===== config.mk =====
export PLATFORM = sky130hd
export DESIGN_NAME = hcsr04_ranger
export DESIGN_NICKNAME = d
export VERILOG_FILES = /design/src/rtl/hcsr04_pkg.sv /design/src/rtl/hcsr04_ranger_sync_edge.sv /design/src/rtl/hcsr04_ranger.sv
export SDC_FILE = /design/constraint.sdc
export NUM_CORES = 1
export LEC_CHECK = 0
export BUFFER_PORTS_ARGS = -buffer_cell sky130_fd_sc_hd__buf_2
export CAP_MARGIN = 30
export CORE_MARGIN = 5
export CORE_UTILIZATION = 35
export CTS_BUF_LIST = sky130_fd_sc_hd__clkbuf_2 sky130_fd_sc_hd__clkbuf_4 sky130_fd_sc_hd__clkbuf_8
export CTS_CLUSTER_DIAMETER = 120
export DETAILED_ROUTE_END_ITERATION = 10
export HOLD_SLACK_MARGIN = 0.15
export PLACE_DENSITY = 0.57
export SYNTH_ARGS = -nofsm -noshare
export SYNTH_HDL_FRONTEND = slang
export SYNTH_SLANG_ARGS = --single-unit
export TNS_END_PERCENT = 50

===== constraint.sdc =====
create_clock -name clk -period 3.65 [get_ports clk]
set_clock_uncertainty 0.2 [all_clocks]
set_input_delay 0.5475 -clock clk [delete_from_list [all_inputs] [get_ports clk]]
set_output_delay 0.5475 -clock clk [all_outputs]
set_load 0.02 [all_outputs]

===== src/rtl/hcsr04_pkg.sv =====
// Shared types and default timing constants for the HC-SR04 range controller.
package hcsr04_pkg;

    typedef enum logic [2:0] {
        IDLE,
        TRIG,
        WAIT_ECHO,
        MEASURE,
        DONE
    } state_t;

    localparam int TRIG_CYCLES_DEF  = 500;
    localparam int CLK_PER_MM_DEF   = 294;
    localparam int MAX_MM_DEF       = 4000;
    localparam int WAIT_TIMEOUT_DEF = 1_900_000;

    localparam logic [11:0] DIST_TIMEOUT = 12'hFFF;

    // Counter width able to hold 0..n-1, never narrower than one bit.
    function automatic int cnt_width(input int n);
        return (n < 2) ? 1 : $clog2(n);
    endfunction

endpackage


===== src/rtl/hcsr04_ranger_sync_edge.sv =====
// Two-flop synchronizer for an asynchronous input, with one-cycle rise and fall pulses
// derived from the synchronized level.
module sync_edge (
    input  logic clk,
    input  logic rst,
    input  logic d,
    output logic q,
    output logic rise,
    output logic fall
);

    logic s1;
    logic s2;
    logic s3;

    always_ff @(posedge clk or negedge rst) begin
        if (!rst) begin
            s1 <= 1'b0;
            s2 <= 1'b0;
            s3 <= 1'b0;
        end else begin
            s1 <= d;
            s2 <= s1;
            s3 <= s2;
        end
    end

    assign q    = s2;
    assign rise = s2 & ~s3;
    assign fall = ~s2 & s3;

endmodule


===== src/rtl/hcsr04_ranger.sv =====
// HC-SR04 controller: fires the trigger pulse, times the echo, reports distance in mm.
//
// state     | meaning
// IDLE      | waiting for start, last result held on distance/val
// TRIG      | trigger pin high for TRIG_CYCLES cycles
// WAIT_ECHO | waiting for echo to go high, bounded by WAIT_TIMEOUT
// MEASURE   | echo high, prescaler ticks the mm counter
// DONE      | one cycle, result registered and val raised
module hcsr04_ranger
    import hcsr04_pkg::*;
#(
    parameter int TRIG_CYCLES  = TRIG_CYCLES_DEF,
    parameter int CLK_PER_MM   = CLK_PER_MM_DEF,
    parameter int MAX_MM       = MAX_MM_DEF,
    parameter int WAIT_TIMEOUT = WAIT_TIMEOUT_DEF
) (
    input  logic        clk,
    input  logic        rst,
    input  logic        start,
    input  logic        echo,
    output logic        trig,
    output logic [11:0] distance,
    output logic        val
);

    localparam int TW = cnt_width(TRIG_CYCLES);
    localparam int EW = cnt_width(WAIT_TIMEOUT);

    state_t        state;
    state_t        state_nx;
    logic [TW-1:0] cnt_t;
    logic [EW-1:0] cnt_e;
    logic [EW-1:0] cnt_w;
    logic [11:0]   mm;
    logic          tmo;

    logic echo_s;
    logic echo_rise;
    logic echo_fall;

    logic trig_end;
    logic wait_end;
    logic meas_end;
    logic tick_end;
    logic echo_seen;

    sync_edge u_sync_echo (
        .clk  (clk),
        .rst  (rst),
        .d    (echo),
        .q    (echo_s),
        .rise (echo_rise),
        .fall (echo_fall)
    );

    assign trig_end = (cnt_t == TW'(TRIG_CYCLES - 1));
    assign wait_end = (cnt_e == EW'(WAIT_TIMEOUT - 1));
    assign meas_end = (cnt_w == EW'(WAIT_TIMEOUT - 1));
    assign tick_end = (cnt_e == EW'(CLK_PER_MM - 1));
    // The level term lets an echo that is already high on entry start the measurement.
    assign echo_seen = echo_rise | echo_s;

    always_ff @(posedge clk or negedge rst) begin
        if (!rst) begin
            state <= IDLE;
        end else begin
            state <= state_nx;
        end
    end

    always_comb begin
        state_nx = state;
        case (state)
            IDLE:      if (start) state_nx = TRIG;
            TRIG:      if (trig_end) state_nx = WAIT_ECHO;
            WAIT_ECHO: begin
                if (echo_seen) begin
                    state_nx = MEASURE;
                end else if (wait_end) begin
                    state_nx = DONE;
                end
            end
            MEASURE:   if (echo_fall || meas_end) state_nx = DONE;
            DONE:      state_nx = IDLE;
            default:   state_nx = IDLE;
        endcase
    end

    always_ff @(posedge clk or negedge rst) begin
        if (!rst) begin
            trig     <= 1'b0;
            distance <= 12'd0;
            val      <= 1'b0;
            cnt_t    <= '0;
            cnt_e    <= '0;
            cnt_w    <= '0;
            mm       <= 12'd0;
            tmo      <= 1'b0;
        end else begin
            trig <= (state_nx == TRIG);
            case (state)
                IDLE: begin
                    if (start) begin
                        val   <= 1'b0;
                        cnt_t <= '0;
                        cnt_e <= '0;
                        cnt_w <= '0;
                        mm    <= 12'd0;
                        tmo   <= 1'b0;
                    end
                end
                TRIG: begin
                    if (!trig_end) cnt_t <= cnt_t + 1'b1;
                end
                WAIT_ECHO: begin
                    if (echo_seen) begin
                        cnt_e <= '0;
                        cnt_w <= '0;
                    end else if (wait_end) begin
                        tmo <= 1'b1;
                    end else begin
                        cnt_e <= cnt_e + 1'b1;
                    end
                end
                MEASURE: begin
                    if (!meas_end) cnt_w <= cnt_w + 1'b1;
                    if (meas_end && !echo_fall) tmo <= 1'b1;
                    // The exit cycle still counts, so W echo cycles yield floor(W/CLK_PER_MM).
                    if (tick_end) begin
                        cnt_e <= '0;
                        if (mm != 12'(MAX_MM)) mm <= mm + 12'd1;
                    end else begin
                        cnt_e <= cnt_e + 1'b1;
                    end
                end
                DONE: begin
                    distance <= tmo ? DIST_TIMEOUT : mm;
                    val      <= 1'b1;
                end
                default: ;
            endcase
        end
    end

endmodule


==> PnR_summary.wiki, run 1 <==
{| class="wikitable"
! Metric !! Value
|-
| Highest clock frequency the design can meet || 369 MHz
|-
| Layout Nets || 526
|-
| Quantity of hold-fixing buffers added after cts || 2
|-
| Worst slew margin relative to its limit || 0.384
|-
| Summed negative setup slack over all endpoints || 0 ps
|-
| Residual antenna-violating net count after detailed routing || 0
|-
| Arrival time of the worst setup path || 2790 ps
|-
| Unrepaired setup endpoints after global routing || no
|-
| Data required time at the worst endpoint || 3730 ps
|-
| Hold path startpoint || u_sync_echo.s1
|-
| Deepest clock path buffer count || 2
|-
| Largest fanout of any net on the critical path || 8
|-
| Footprint of the flip-flops and latches || 2100 sq um
|-
| Overall routing resource usage || 0.149
|-
| Mean instance size in the synthesized netlist || 9.03 sq um
|-
| Placed wire-length estimate after detailed placement || 7.06 mm
|-
| Effective utilization at floorplan || 0.358
|-
| Count of fill cells added during filler insertion || 1296
|-
| Largest cells by area after synthesis || dfrtp_1 (46%), nor2_1 (4.2%), a21oi_1 (4.1%)
|-
| Final total power || 2.70 mW
|-
| Synth top area share || 0.464
|-
| DRT iter0 DRCs || 219
|-
| Transition time at the pin with the least slew margin || 921 ps
|-
| IO buf count || 17
|-
| Horizontal die dimension || 124 um
|-
| Switching component of the power || 944 uW
|-
| Footprint of the multi-input gates || 2270 sq um
|-
| Clock latency at the later pin of the worst-skew pair || 370 ps
|-
| Register bit total from synthesis || 84
|-
| Initial antenna violation count || 0
|-
| Nature of the critical path startpoint || register
|-
| Min Clock Period, post-route || 2710 ps
|-
| Area Overhead vs Synth || 11.2%
|-
| LEAKAGE || 2.12 nW
|-
| Std-Cell Rows || 41
|-
| Endpoint class of the critical path || register
|-
| Library cell with the largest summed area after synthesis || dfrtp_1
|-
| Leading register cell type out of synthesis || dfrtp_1
|-
| Class of the tightest hold or removal check || register to register
|-
| Summed instance area of the synthesized netlist || 4530 sq um
|-
| Hold Path Depth || 0
|-
| Clock input transition at the sequential cells of the worst setup and hold paths || 100 ps
|-
| Endpoint of the most critical register-to-register path || cnt_e[12]
|-
| Number of clock sinks || 84
|-
| Share of cells above drive strength 1 || 0.102
|-
| Reg2Reg Launch Point || cnt_e[0]
|-
| Total grt overflow || 0
|-
| Post-CTS setup repair buffer count || 0
|-
| Highest ir drop seen on vdd || 0.313 mV
|-
| Number of synthesized flops with an enable pin || 0
|-
| CP Class || register to register
|-
| Net switching share of the total power || 0.350
|-
| Total power density per cell area || 536 nW/um^2
|-
| Top library cells by usage in the layout, fill and taps aside || dfrtp_1 (84), nor2_1 (51), nand2_1 (48), a21oi_1 (37), nand3_1 (28)
|-
| ANT cells || 0
|-
| Total DRC errors in the routed layout || 0
|-
| Detailed-routing iteration count for the pre-antenna-repair pass || 4
|-
| Hold path endpoint || u_sync_echo.q
|-
| Number of failing setup endpoints in the final timing report || 0
|-
| Net count after synthesis || 512
|-
| Number of global-route vias before repair || 3786
|-
| Total Die Area || 15300 sq um
|-
| Total count of hold-check failures in the final report || 0
|-
| Core Box Area || 12700 sq um
|-
| Run status || finished, final reports clean
|-
| Reg2Reg Depth || 6
|-
| Worst slack on hold paths || 156 ps
|-
| TritonCTS clock tree || done
|-
| Fraction of registers with async set/reset || 1.00
|-
| Total number of vias || 3817
|-
| Portion of total power attributed to the clock network || 0.289
|-
| # resized after CTS || 0
|-
| Largest net degree at the start of global routing || 46
|-
| Combinational fraction of design power || 0.202
|-
| Number of distinct library cells after synthesis || 57
|-
| Average via count per standard cell || 5.51
|-
| Number of H-tree levels || 3
|-
| Routability congestion estimate from global placement || 0.819
|-
| TritonCTS Buffers || 9
|-
| Share of power burned in registers || 0.509
|-
| Root cell of the clock tree || clkbuf_8
|-
| Final critical-path share of the clock period || 0.742
|-
| First-pass GRT wire length || 18.3 mm
|-
| Die extent in y || 124 um
|-
| Post-synthesis cell count || 502
|-
| Most frequent standard cell in the layout excluding fill and tap cells || dfrtp_1
|-
| Worst-case register-to-register setup slack || 940 ps
|-
| Fin. max-slew vios || 0
|-
| Number of maximum-capacitance constraint violations || 0
|-
| Routed length per placed instance || 14.9 um
|-
| Sequential area share after synthesis || 0.464
|-
| Total of warnings raised by yosys || 0
|-
| Routed Wire Length || 10.3 mm
|-
| Internal Dissipation || 1.76 mW
|-
| Number of ports placed on the die boundary || 18
|}
-- sequential cells by signal (all words and copies together) (netlist names) --
name            cells
state               3
mm                 12
cnt_e              21
val                 1
cnt_t               9
tmo                 1
u_sync_echo.q       1
distance           12
u_sync_echo.s3      1
u_sync_echo.s1      1
trig                1
cnt_w              21
-- synth_stat cells, types with 6 or more instances --
| cell | count |
|---|---|
| nor2_1 | 51 |
| xnor2_1 | 13 |
| nand3_1 | 28 |
| a21oi_1 | 37 |
| o31ai_1 | 12 |
| clkbuf_1 | 18 |
| nor4_1 | 13 |
| ha_1 | 6 |
| or4_1 | 11 |
| o21ai_0 | 23 |
| nand2b_1 | 9 |
| nand2_1 | 48 |
| mux2i_1 | 9 |
| nor3_1 | 11 |
| dfrtp_1 | 84 |
| nand4_1 | 17 |
| or3_1 | 8 |
| inv_1 | 15 |
| o211ai_1 | 8 |
| and3_1 | 13 |
-- per-layer routing --
metal | share of wire | up-vias | routed length [um] | GRT usage
li1 | - | 1879 | - | -
met1 | 0.48 | 1854 | 4940 | 0.199
met3 | 0.042 | 8 | 429 | 0.0468
met2 | 0.47 | 76 | 4820 | 0.238
met5 | 0 | - | 0 | 0
met4 | 0.010 | 0 | 103 | 0.0360
-- critical path, cell delays in order, from the launching register on --
cell      delay, ps
dfrtp_1         420
ha_1            260
nand4_1         150
nor4_4           80
a31oi_1         640
o21ai_0         490
o311ai_1        370
-- through the flow --
step / std cells / util / worst slack (ps) / area [sq um]
after floorplan: 502 / - / 1300 / 4530
after global placement: 675 / 0.378 / 1030 / 4790
after detailed placement: 675 / 0.378 / 973 / 4790
after CTS: 693 / 0.398 / 954 / 5040
after global routing: 693 / 0.398 / 749 / 5040
final: 693 / 0.398 / 942 / 5040
-- cell type report --
type,instances,area share
inverters,15,0.0112
flip-flops and latches,84,0.417
multi-input cells,379,0.450
well taps,172,0.0427
repair buffers,27,0.0333
clock buffers,10,0.0273
clock inverters,6,0.0186
-- power by group through the flow --
stage,Clock [mW],Combinational [mW],Sequential (mW)
floorplan,0,0.463,1.29
global placement,0,0.536,1.38
detailed placement,0,0.553,1.38
CTS,0.806,0.556,1.37
global route,0.836,0.643,1.41
finish,0.781,0.546,1.37
-- worst max-delay path by stage --
stage / start / endpoint / slack [ps]
after floorplan: cnt_e[16] / mm[6] / 1300
after global placement: start / cnt_w[13] / 1030
after detailed placement: cnt_e[0] / cnt_e[12] / 970
after CTS: cnt_e[0] / cnt_e[12] / 950
after global routing: cnt_e[0] / cnt_e[12] / 750
final: cnt_e[0] / cnt_e[12] / 940
-- cell families after synthesis --
logic type / count (synthesis) / synth area share
AOI/OAI and AO/OA: 111 / 0.153
xor gates and xnor gates: 16 / 0.0309
adders and majority gates: 6 / 0.0166
buffers and inverters: 39 / 0.0359
DFF: 84 / 0.464
muxes: 10 / 0.0224
and+or+nand+nor: 236 / 0.277
No activity file was read; power rests on OpenSTA's default activity.
==> inputs of run 2 (changes only) <==
clock period = 2.6 ns   (was 3.65 ns; I/O delays follow)
==> run 2 against run 1 <==
Clock power rose by 25%; critical path type unchanged; sequential share of layout area fell by 1.1 points; largest power group unchanged; first-iteration DRC count rose by 36%; die area did not move; hold slack barely moved; flip-flop and latch count did not move; maximum frequency rose by 7.7%; highest routed layer unchanged; non-clock buffer count rose by 17; final area rose by 2.7%; via count rose by 1.7%.
==> PnR_summary.wiki, run 2 (synthesized netlist as in run 1, its figures left out) <==
{| class="wikitable"
! Metric !! Value
|-
| Root cell of the clock tree || clkbuf_8 (unchanged)
|-
| Min Clock Period, post-route || 2520 ps (was 2710 ps)
|-
| Highest ir drop seen on vdd || 0.388 mV (was 0.313 mV)
|-
| Clock input transition at the sequential cells of the worst setup and hold paths || 90 ps (was 100 ps)
|-
| Number of global-route vias before repair || 3596 (was 3786)
|-
| Largest fanout of any net on the critical path || 16 (was 8)
|-
| Overall routing resource usage || 0.150 (was 0.149)
|-
| Class of the tightest hold or removal check || register to register (unchanged)
|-
| Die extent in y || 124 um (unchanged)
|-
| CP Class || register to register (unchanged)
|-
| Data required time at the worst endpoint || 2700 ps (was 3730 ps)
|-
| Residual antenna-violating net count after detailed routing || 0 (unchanged)
|-
| IO buf count || 17 (unchanged)
|-
| Average via count per standard cell || 5.47 (was 5.51)
|-
| Detailed-routing iteration count for the pre-antenna-repair pass || 7 (was 4)
|-
| Run status || finished, final reports clean (unchanged)
|-
| Number of failing setup endpoints in the final timing report || 0 (unchanged)
|-
| Final critical-path share of the clock period || 0.968 (was 0.742)
|-
| Most frequent standard cell in the layout excluding fill and tap cells || dfrtp_1 (unchanged)
|-
| Number of clock sinks || 84 (unchanged)
|-
| Clock latency at the later pin of the worst-skew pair || 380 ps (was 370 ps)
|-
| Share of cells above drive strength 1 || 0.136 (was 0.102)
|-
| Net switching share of the total power || 0.353 (was 0.350)
|-
| Placed wire-length estimate after detailed placement || 7.31 mm (was 7.06 mm)
|-
| Worst Setup Slack post-DPL || 99.7 ps (was 973 ps)
|-
| Internal Dissipation || 2.43 mW (was 1.76 mW)
|-
| Routed length per placed instance || 14.8 um (was 14.9 um)
|-
| Initial antenna violation count || 0 (unchanged)
|-
| Unrepaired setup endpoints after global routing || no (unchanged)
|-
| Fin. max-slew vios || 0 (unchanged)
|-
| TritonCTS Buffers || 9 (unchanged)
|-
| Slack of the critical path || 84.3 ps (was 942 ps)
|-
| Crit-path leading delay family || simple AND/OR/NAND/NOR gates (was compound AO/OA/AOI/OAI gates)
|-
| Transition time at the pin with the least slew margin || 656 ps (was 921 ps)
|-
| Share of power burned in registers || 0.504 (was 0.509)
|-
| Top library cells by usage in the layout, fill and taps aside || dfrtp_1 (84), nor2_1 (50), nand2_1 (48), a21oi_1 (37), nand3_1 (28) (was dfrtp_1 (84), nor2_1 (51), nand2_1 (48), a21oi_1 (37), nand3_1 (28))
|-
| Horizontal die dimension || 124 um (unchanged)
|-
| ANT cells || 0 (unchanged)
|-
| Combinational fraction of design power || 0.235 (was 0.202)
|-
| Number of ports placed on the die boundary || 18 (unchanged)
|-
| Routed Wire Length || 10.5 mm (was 10.3 mm)
|-
| Highest clock frequency the design can meet || 397 MHz (was 369 MHz)
|-
| Total count of hold-check failures in the final report || 0 (unchanged)
|-
| Largest net degree at the start of global routing || 41 (was 46)
|-
| LEAKAGE || 2.21 nW (was 2.12 nW)
|-
| Maximum single-stage delay on the critical path || 590 ps (was 640 ps)
|-
| Cell chain of the critical path || or4b_4 > o31a_1 > buf_4 > or4_1 > a21oi_1 (was ha_1 > nand4_1 > nor4_4 > a31oi_1 > o21ai_0 > o311ai_1)
|-
| Effective utilization at floorplan || 0.358 (unchanged)
|-
| Deepest clock path buffer count || 2 (unchanged)
|-
| Total Die Area || 15300 sq um (unchanged)
|-
| Post-CTS setup repair buffer count || 0 (unchanged)
|-
| Total DRC errors in the routed layout || 0 (unchanged)
|-
| Largest registers || cnt_e: 21 flops, cnt_w: 21 flops (unchanged)
|-
| Total number of vias || 3883 (was 3817)
|-
| Nature of the critical path startpoint || register (unchanged)
|-
| Arrival time of the worst setup path || 2610 ps (was 2790 ps)
|-
| First-pass GRT wire length || 18.2 mm (was 18.3 mm)
|-
| Portion of total power attributed to the clock network || 0.261 (was 0.289)
|-
| DRT iter0 DRCs || 297 (was 219)
|-
| Routability congestion estimate from global placement || 0.842 (was 0.819)
|-
| Slowest-stage cell, CP || or4b_4 (was a31oi_1)
|-
| Endpoint class of the critical path || register (unchanged)
|-
| TritonCTS clock tree || done (unchanged)
|-
| Worst slew margin relative to its limit || 0.559 (was 0.384)
|-
| Total power density per cell area || 725 nW/um^2 (was 536 nW/um^2)
|-
| Total grt overflow || 0 (unchanged)
|-
| Area Overhead vs Synth || 14.2% (was 11.2%)
|-
| Crit path buf inv count || 1 (was 0)
|-
| Number of H-tree levels || 3 (unchanged)
|-
| Layout Nets || 543 (was 526)
|-
| Summed negative setup slack over all endpoints || 0 ps (unchanged)
|-
| Core Box Area || 12700 sq um (unchanged)
|-
| Number of maximum-capacitance constraint violations || 0 (unchanged)
|-
| Std-Cell Rows || 41 (unchanged)
|-
| Switching component of the power || 1.32 mW (was 944 uW)
|}
[run 2: cell types whose count changed in the layout (fill, tap and decap cells not counted)]
cell | before | now
and3_1 | 13 | 12
and3_2 | 0 | 1
buf_12 | 0 | 2
buf_4 | 9 | 24
bufinv_16 | 2 | 1
clkbuf_4 | 0 | 1
clkinv_2 | 0 | 1
inv_6 | 2 | 1
nor2_1 | 51 | 50
nor2_2 | 1 | 2
nor4bb_1 | 2 | 1
nor4bb_2 | 0 | 1
[run 2: worst paths after layout]
path,start,slack [ps],to,cells past startpoint
max in group asynchronous,rst,1220,state[0],3
min in group asynchronous,rst,340,cnt_w[11],2
worst max-delay path,cnt_e[17],80,mm[4],5
worst max register to register,cnt_e[17],80,mm[4],5
worst min-delay path,u_sync_echo.s1,160,u_sync_echo.q,0
worst min register to register,u_sync_echo.s1,160,u_sync_echo.q,0
[run 2: metrics by stage]
stage	total power, mW	cell area, sq um	hold slack [ps]	instances	utilization
floorplan	2.46	4530	-106	502	-
global route	4.03	5170	187	710	0.408
finish	3.75	5170	156	710	0.408
detailed placement	2.80	4940	140	692	0.390
global placement	2.75	4940	140	692	0.390
CTS	3.80	5160	161	710	0.408
[run 2: cell type report]
type / count / area [sq um]
clock buffers: 11 / 145
fillers: 1278 / 7500
inverters: 15 / 56.3
clock inverters: 5 / 60.1
repair buffers: 44 / 320
well taps: 172 / 215
flip-flops and latches: 84 / 2100
multi-input cells: 379 / 2280
[run 2: timing repair]
| action | in CTS | in global routing |
|---|---|---|
| setup endpoints to repair | 0 | 8 |
| hold buffers | 2 | 0 |
| hold endpoints to repair | 39 | 0 |
| gates resized for setup | 0 | 3 |
[run 2: power groups by stage]
stage          clock network [mW]  logic, mW  registers, mW
2_1_floorplan                   0      0.649           1.81
5_1_grt                      1.08       1.00           1.95
3_5_place_dp                    0      0.886           1.91
3_3_place_gp                    0      0.853           1.90
6_report                    0.979      0.881           1.89
4_1_cts                      1.01      0.891           1.89
[run 2: metal layers]
metal | track usage | share of wire | wire [um]
met5 | 0 | 0 | 0
met4 | 0.0332 | 0.010 | 108
met3 | 0.0463 | 0.042 | 443
met2 | 0.229 | 0.47 | 4910
met1 | 0.211 | 0.48 | 5070
